==> config.mk <==
export PLATFORM = sky130hd
export DESIGN_NAME = reg_dump
export DESIGN_NICKNAME = d
export VERILOG_FILES = /design/src/rtl/reg_dump_pkg.sv /design/src/rtl/reg_dump_csum.sv /design/src/rtl/reg_dump.sv
export SDC_FILE = /design/constraint.sdc
export NUM_CORES = 1
export LEC_CHECK = 0
export BUFFER_PORTS_ARGS = -buffer_cell sky130_fd_sc_hd__clkbuf_2
export CAP_MARGIN = 20
export CORE_MARGIN = 10
export CORE_UTILIZATION = 42
export DETAILED_ROUTE_END_ITERATION = 16
export PLACE_DENSITY = 0.79
export SLEW_MARGIN = 20
export SYNTH_ARGS = -nofsm -noshare
export SYNTH_HDL_FRONTEND = slang
export SYNTH_HIERARCHICAL = 1
export SYNTH_SLANG_ARGS = --single-unit
==> constraint.sdc <==
create_clock -name clk -period 1.7 [get_ports clk]
set_clock_uncertainty 0.05 [all_clocks]
set_input_delay 0.34 -clock clk [delete_from_list [all_inputs] [get_ports clk]]
set_output_delay 0.34 -clock clk [all_outputs]
set_load 0.02 [all_outputs]
==> src/rtl/reg_dump_pkg.sv <==
// Shared types and default widths for the register-file dump engine.
package reg_dump_pkg;

    localparam int unsigned DW_DEFAULT = 8;
    localparam int unsigned AW_DEFAULT = 4;

    typedef enum logic [2:0] {
        ST_IDLE  = 3'd0,
        ST_FETCH = 3'd1,
        ST_SEND  = 3'd2,
        ST_CSUM  = 3'd3,
        ST_DONE  = 3'd4
    } state_t;

endpackage

==> src/rtl/reg_dump_csum.sv <==
// Clearable, enable-gated modular accumulator for the dump checksum beat.
module reg_dump_csum #(
    parameter int unsigned DW = 8
) (
    input  logic          clk,
    input  logic          reset,
    input  logic          clr,
    input  logic          en,
    input  logic [DW-1:0] din,
    output logic [DW-1:0] sum
);

    // Sum wraps naturally at 2^DW.
    always_ff @(posedge clk) begin
        if (reset || clr) begin
            sum <= '0;
        end else if (en) begin
            sum <= sum + din;
        end
    end

endmodule

==> src/rtl/reg_dump.sv <==
// Streams register-file contents FIRST..LAST over a valid/ready port.
// Define REG_DUMP_CHECKSUM_EN to append a modular-sum checksum beat.
module reg_dump
    import reg_dump_pkg::*;
#(
    parameter int unsigned DW    = DW_DEFAULT,
    parameter int unsigned AW    = AW_DEFAULT,
    parameter int unsigned FIRST = 0,
    parameter int unsigned LAST  = 15
) (
    input  logic          clk,
    input  logic          reset,
    input  logic          start,
    output logic [AW-1:0] ra,
    input  logic [DW-1:0] rd,
    output logic          busy,
    output logic          done,
    output logic          out_valid,
    input  logic          out_ready,
    output logic [AW-1:0] out_addr,
    output logic [DW-1:0] out_data,
    output logic          out_last
);

    state_t        state;
    state_t        state_nxt;
    logic [AW-1:0] addr;
    logic [AW-1:0] addr_nxt;
    logic          valid_nxt;
    logic          last_nxt;
    logic [AW-1:0] oaddr_nxt;
    logic [DW-1:0] odata_nxt;
    logic          busy_nxt;
    logic          done_nxt;
    logic          at_last;

    assign ra      = addr;
    assign at_last = (addr == AW'(LAST));

`ifdef REG_DUMP_CHECKSUM_EN
    logic          csum_clr;
    logic          csum_en;
    logic [DW-1:0] csum;

    assign csum_clr = (state == ST_IDLE) && start;
    assign csum_en  = (state == ST_FETCH);

    reg_dump_csum #(
        .DW (DW)
    ) u_csum (
        .clk   (clk),
        .reset (reset),
        .clr   (csum_clr),
        .en    (csum_en),
        .din   (rd),
        .sum   (csum)
    );
`endif

    // Next state and next values of every registered output.
    always_comb begin
        state_nxt = state;
        addr_nxt  = addr;
        valid_nxt = 1'b0;
        last_nxt  = 1'b0;
        oaddr_nxt = out_addr;
        odata_nxt = out_data;

        case (state)
            ST_IDLE: begin
                if (start) begin
                    addr_nxt  = AW'(FIRST);
                    state_nxt = ST_FETCH;
                end
            end

            ST_FETCH: begin
                odata_nxt = rd;
                oaddr_nxt = addr;
                valid_nxt = 1'b1;
`ifdef REG_DUMP_CHECKSUM_EN
                last_nxt  = 1'b0;
`else
                last_nxt  = at_last;
`endif
                state_nxt = ST_SEND;
            end

            ST_SEND: begin
                valid_nxt = 1'b1;
                last_nxt  = out_last;
                if (out_ready) begin
                    valid_nxt = 1'b0;
                    last_nxt  = 1'b0;
                    if (at_last) begin
`ifdef REG_DUMP_CHECKSUM_EN
                        valid_nxt = 1'b1;
                        last_nxt  = 1'b1;
                        oaddr_nxt = AW'(LAST);
                        odata_nxt = csum;
                        state_nxt = ST_CSUM;
`else
                        state_nxt = ST_DONE;
`endif
                    end else begin
                        addr_nxt  = addr + AW'(1);
                        state_nxt = ST_FETCH;
                    end
                end
            end

`ifdef REG_DUMP_CHECKSUM_EN
            ST_CSUM: begin
                valid_nxt = 1'b1;
                last_nxt  = 1'b1;
                if (out_ready) begin
                    valid_nxt = 1'b0;
                    last_nxt  = 1'b0;
                    state_nxt = ST_DONE;
                end
            end
`endif

            ST_DONE: begin
                addr_nxt  = AW'(FIRST);
                state_nxt = ST_IDLE;
            end

            default: begin
                addr_nxt  = AW'(FIRST);
                state_nxt = ST_IDLE;
            end
        endcase

        busy_nxt = (state_nxt != ST_IDLE);
        done_nxt = (state == ST_DONE);
    end

    always_ff @(posedge clk) begin
        if (reset) begin
            state     <= ST_IDLE;
            addr      <= AW'(FIRST);
            busy      <= 1'b0;
            done      <= 1'b0;
            out_valid <= 1'b0;
            out_addr  <= '0;
            out_data  <= '0;
            out_last  <= 1'b0;
        end else begin
            state     <= state_nxt;
            addr      <= addr_nxt;
            busy      <= busy_nxt;
            done      <= done_nxt;
            out_valid <= valid_nxt;
            out_addr  <= oaddr_nxt;
            out_data  <= odata_nxt;
            out_last  <= last_nxt;
        end
    end

endmodule

=== Word level (Yosys, flattened, before mapping) ===
Cells that the tools add are included.

* Bits in registers: 23
* Input bits: 12
* Output and inout port bits: 20

* Add/sub/neg operators: 1
* Eq/ne operators: 7
* Muxes and demuxes: 12
* Bitwise logic cells: 1
* Reduce and logical (&&, ||, !) cells: 3

{| class="wikitable"
|+ Operator list
! cell !! count
|-
| $mux 4 || 3
|-
| $pmux 4 s3 || 1
|-
| $mux 3 || 3
|-
| $pmux 3 s3 || 1
|-
| $ne 2x2->1 const B || 3
|-
| $add 4x1->4 const B || 1
|-
| $eq 4x4->1 const B || 1
|-
| $pmux 1 s2 || 2
|-
| $reduce_and 4->1 || 1
|-
| $eq 3x1->1 const B || 1
|-
| $eq 3x2->1 const B || 1
|-
| $eq 3x3->1 const B || 1
|-
| $logic_not 3->1 || 1
|-
| $reduce_bool 3->1 || 1
|-
| $mux 1 || 2
|-
| $not 1->1 || 1
|}

=== Depth between registers and ports, before layout ===
* Depth after elaboration: 5
* Mapped depth: 6
* Depth with buffers taken out: 5

=== Worst setup path after synthesis ===
OpenSTA, ideal clock, no wires.

* Path kind: reg2reg
* Start point: register addr[0], in the netlist ra[0]
* End point: register addr[1], in the netlist ra[1]
* Data arrival time: 1289 ps
* Setup slack: 237 ps
* Stages on the path, launching flop included: 6
* Path buffers: 0
* Period minus slack after synthesis: 1463 ps
* Cell sequence: dfxtp_1 ha_1 nand3_1 a21oi_2 nor2_1 mux2i_1

* Cells in the longest elaborated chain, start to end: 4
* Elaborated cells between the ends (all ways): 7

{| class="wikitable"
|+ Ends and longest elaborated chain
! what !! line !! source
|-
| start, declared || reg_dump.sv:27 || <nowiki>logic [AW-1:0] addr;</nowiki>
|-
| start signal, assigned || reg_dump.sv:142 || <nowiki>addr <= AW'(FIRST);</nowiki>
|-
| start signal, assigned || reg_dump.sv:151 || <nowiki>addr <= addr_nxt;</nowiki>
|-
| $add 4x1->4 || reg_dump.sv:106 || <nowiki>addr_nxt = addr + AW'(1);</nowiki>
|-
| $mux 4 || reg_dump.sv:95 || <nowiki>if (at_last) begin</nowiki>
|-
| $mux 4 || reg_dump.sv:92 || <nowiki>if (out_ready) begin</nowiki>
|-
| $pmux 4 s3 || reg_dump.sv:69 || <nowiki>case (state)</nowiki>
|}

Parallel ways exist; a longest one is shown, timed or not. The select of a mux whose other input is x is not followed.
A chain may end at the register's enable or synchronous reset.

=== Worst setup path after layout ===
* Start point: register state[0]
* End point: register out_addr[1]

* Cells in the longest elaborated chain, start to end: 1

{| class="wikitable"
|+ Ends and longest elaborated chain
! what !! line !! source
|-
| start, declared || reg_dump.sv:25 || <nowiki>state_t state;</nowiki>
|-
| start signal, assigned || reg_dump.sv:150 || <nowiki>state <= state_nxt;</nowiki>
|-
| $eq 3x1->1 || reg_dump.sv:69 ||
|-
| end signal, assigned || reg_dump.sv:155 || <nowiki>out_addr <= oaddr_nxt;</nowiki>
|-
| end, declared || reg_dump.sv:20 || <nowiki>output logic [AW-1:0] out_addr,</nowiki>
|}

Every way passes these cells.

==> results.yml <==
outcome:
  status: "finished, final reports clean"
detailed_routing:
  vias: 755
  wire_per_inst_um: 13.20
  dr.pass1.iters: 4
  wl_um: 2006
  via_per_inst: 4.967
  antenna_left: 0
  drc: 0
  drtIter0Drc: 39
clock_tree:
  post_cts_buffers: 0
  clk_pin_slew_ns: 0.11
  clock_sinks: 23
  cts-root-buf: "clkbuf_4"
  hold_buffers: 0
  tritoncts: "yes"
  cts-htree-levels: 1
  cts-buffers-inserted: 3
  clock_path_buffers: 2
  ctsResizeCount: 0
  clkLatencyLatePin_ns: 0.29
floorplanning:
  die_w_um: 67.18
  die_h_um: 67.18
  initial_core_util_pct: 43.08
  fp.dieArea_um2: 4512
  io_pins: 32
  core-area_um2: 2170
  rows: 17
global_route:
  grt_pass1_vias: 720
  grt_overflow_total: 0
  grt_max_degree: 13
  grt_pass1_wl_um: 3298
  antenna_found_initial: 0
  track_usage_pct: 9.192
synth:
  synth_area_um2: 934.6
  syn_area_per_cell_um2: 10.27
  ys_seq_area_share_pct: 49.26
  synth_area_leaders: "dfxtp_1 49%, mux2i_1 14%, nor2_1 6.8%"
  mappedNetlistNets: 104
  synth_top_area_cell: "dfxtp_1"
  yosys_register_bits: 23
  yosysWarnings: 6
  yosysUniqueCellTypes: 28
  synth_top_area_share_pct: 49.26
  synthCells: 91
worst_hold_path:
  whs_endpoint: "out_data[1]"
  whs_path_depth: 3
  min_from: "rd[1]"
  worstHoldPathType: "input pin to register"
finish:
  antenna_cells: 0
  final_nets: 138
  syn2layout_area_growth_pct: 19.81
  drive_gt1_share_pct: 33.06
  design_area_um2: 1120
sta:
  fin_crit_ns: 1.519
  finalHoldViolations: 0
  finalSetupTns_ns: 0
  holdWs_ns: 0.2220
  worst_pin_slew_ns: 0.4687
  setup-violations-final: 0
  timing.final.crit_share_pct: 89.33
  rsz0062_at_grt: "no"
  fmax_ghz: 0.6585
  slew_headroom_pct: 68.68
  drv_slew: 0
  fin_ws_ns: 0.1814
placed_design:
  placed_cell_area_um2: 1094
  dp_hpwl_um: 1608
  gp_congestion: 0.8941
  place_worst_setup_slack_ns: 0.1754
  portBuffers: 31
pwr:
  powerDensity_nw_per_um2: 832.3
  leakage_nw: 0.4730
  ir_drop_uv: 490.7
setup_path:
  reg2reg_to: "out_addr[1]"
  r2r_slack_ns: 0.18
  critPathMaxFanout: 12
  timing.rr.start: "state[0]"
  endpoint_kind: "register"
  worstPathArrival_ns: 1.66
  critPathKind: "register to register"
  critPathRequiredTime_ns: 1.85
  rr_worst_depth: 4
  startpoint_type: "register"
job:
  maxCapViolCount: 0
Yosys cell counts:
master and count:
dfxtp_1 23, nor2_1 17, mux2i_1 13, nand2_1 5
nand2b_1 3, nand3_1 3, a21oi_1 2, and2_1 2
buf_6 2, nor2b_1 2, nor3_1 2, a2111oi_0 1
a21oi_2 1, a31oi_1 1, buf_12 1, clkbuf_1 1
ha_1 1, inv_1 1, nor2_4 1, nor4_1 1
nor4b_1 1, nor4b_2 1, o21ai_0 1, o21ai_1 1
o22ai_1 1, o311ai_2 1, o31ai_2 1, o32a_1 1
through the flow:
step                      total power [mW]  util (%)  cells
final                               0.9321     51.61    152
after global routing                0.9839     51.61    152
after CTS                           0.9483     51.61    152
after detailed placement            0.7096     50.40    148
after global placement              0.7037     50.40    148
after floorplan                     0.6752         -     91
state kept, by name, indices dropped and copies added (netlist names):
name,flops
out_last,1
done,1
out_valid,1
busy,1
out_addr,4
out_data,8
state,3
ra,4
power by group:
part	switching, mW	internal, mW	leakage [nW]
combinational	0.0737	0.0511	0.271
clock	0.146	0.0912	0.0150
sequential	0.0135	0.557	0.187
total	0.233	0.699	0.473
area by class of cell:
| class | instances | area, µm² |
|---|---|---|
| well taps | 28 | 35.03 |
| clock buffers | 4 | 26.28 |
| multi-input cells | 63 | 424.2 |
| inverters | 1 | 3.754 |
| flip-flops and latches | 23 | 460.4 |
| repair buffers | 33 | 170.2 |
| fillers | 206 | 1050 |
cell usage in the layout, fill, tap and decap left out, drive strengths merged, types with 2 or more instances in the layout:
cell,synthesis,layout
a21oi,3,3
and2,2,2
buf,3,2
clkbuf,1,35
dfxtp,23,23
mux2i,13,13
nand2,5,5
nand2b,3,3
nand3,3,3
nor2,18,18
nor2b,2,2
nor3,2,2
nor4b,2,2
o21ai,2,2
per-layer routing:
layer | part of all wire (%) | vias to the layer above | global-route usage, %
met4 | 0.50 | 0 | 3.077
met3 | 9.8 | 2 | 3.140
li1 | - | 385 | -
met1 | 41 | 341 | 10.45
met2 | 49 | 27 | 15.76
met5 | 0 | - | 0
cell families after synthesis:
group | share of synthesized area [%]
mux | 13.92
simple gates | 20.62
fa+ha+maj | 1.338
flops | 49.26
compound gates | 9.505
buf+inv | 5.354
worst max path at each step:
stage	from	end	slack (ns)	cells after the start
after detailed placement	state[0]	out_data[3]	0.18	4
after global placement	ra[0]	ra[1]	0.26	5
final	state[0]	out_addr[1]	0.18	4
after floorplan	ra[0]	ra[1]	0.24	5
after global routing	state[0]	out_addr[1]	0.04	4
after CTS	state[0]	out_data[3]	0.18	4
worst max-delay path: stages, from the launching register on:
cell and delay [ns]:
dfxtp_1 0.48, nand2b_1 0.17, nor2_4 0.41, mux2i_1 0.25
nor2_1 0.06
Power figures use the tool's default switching activity.
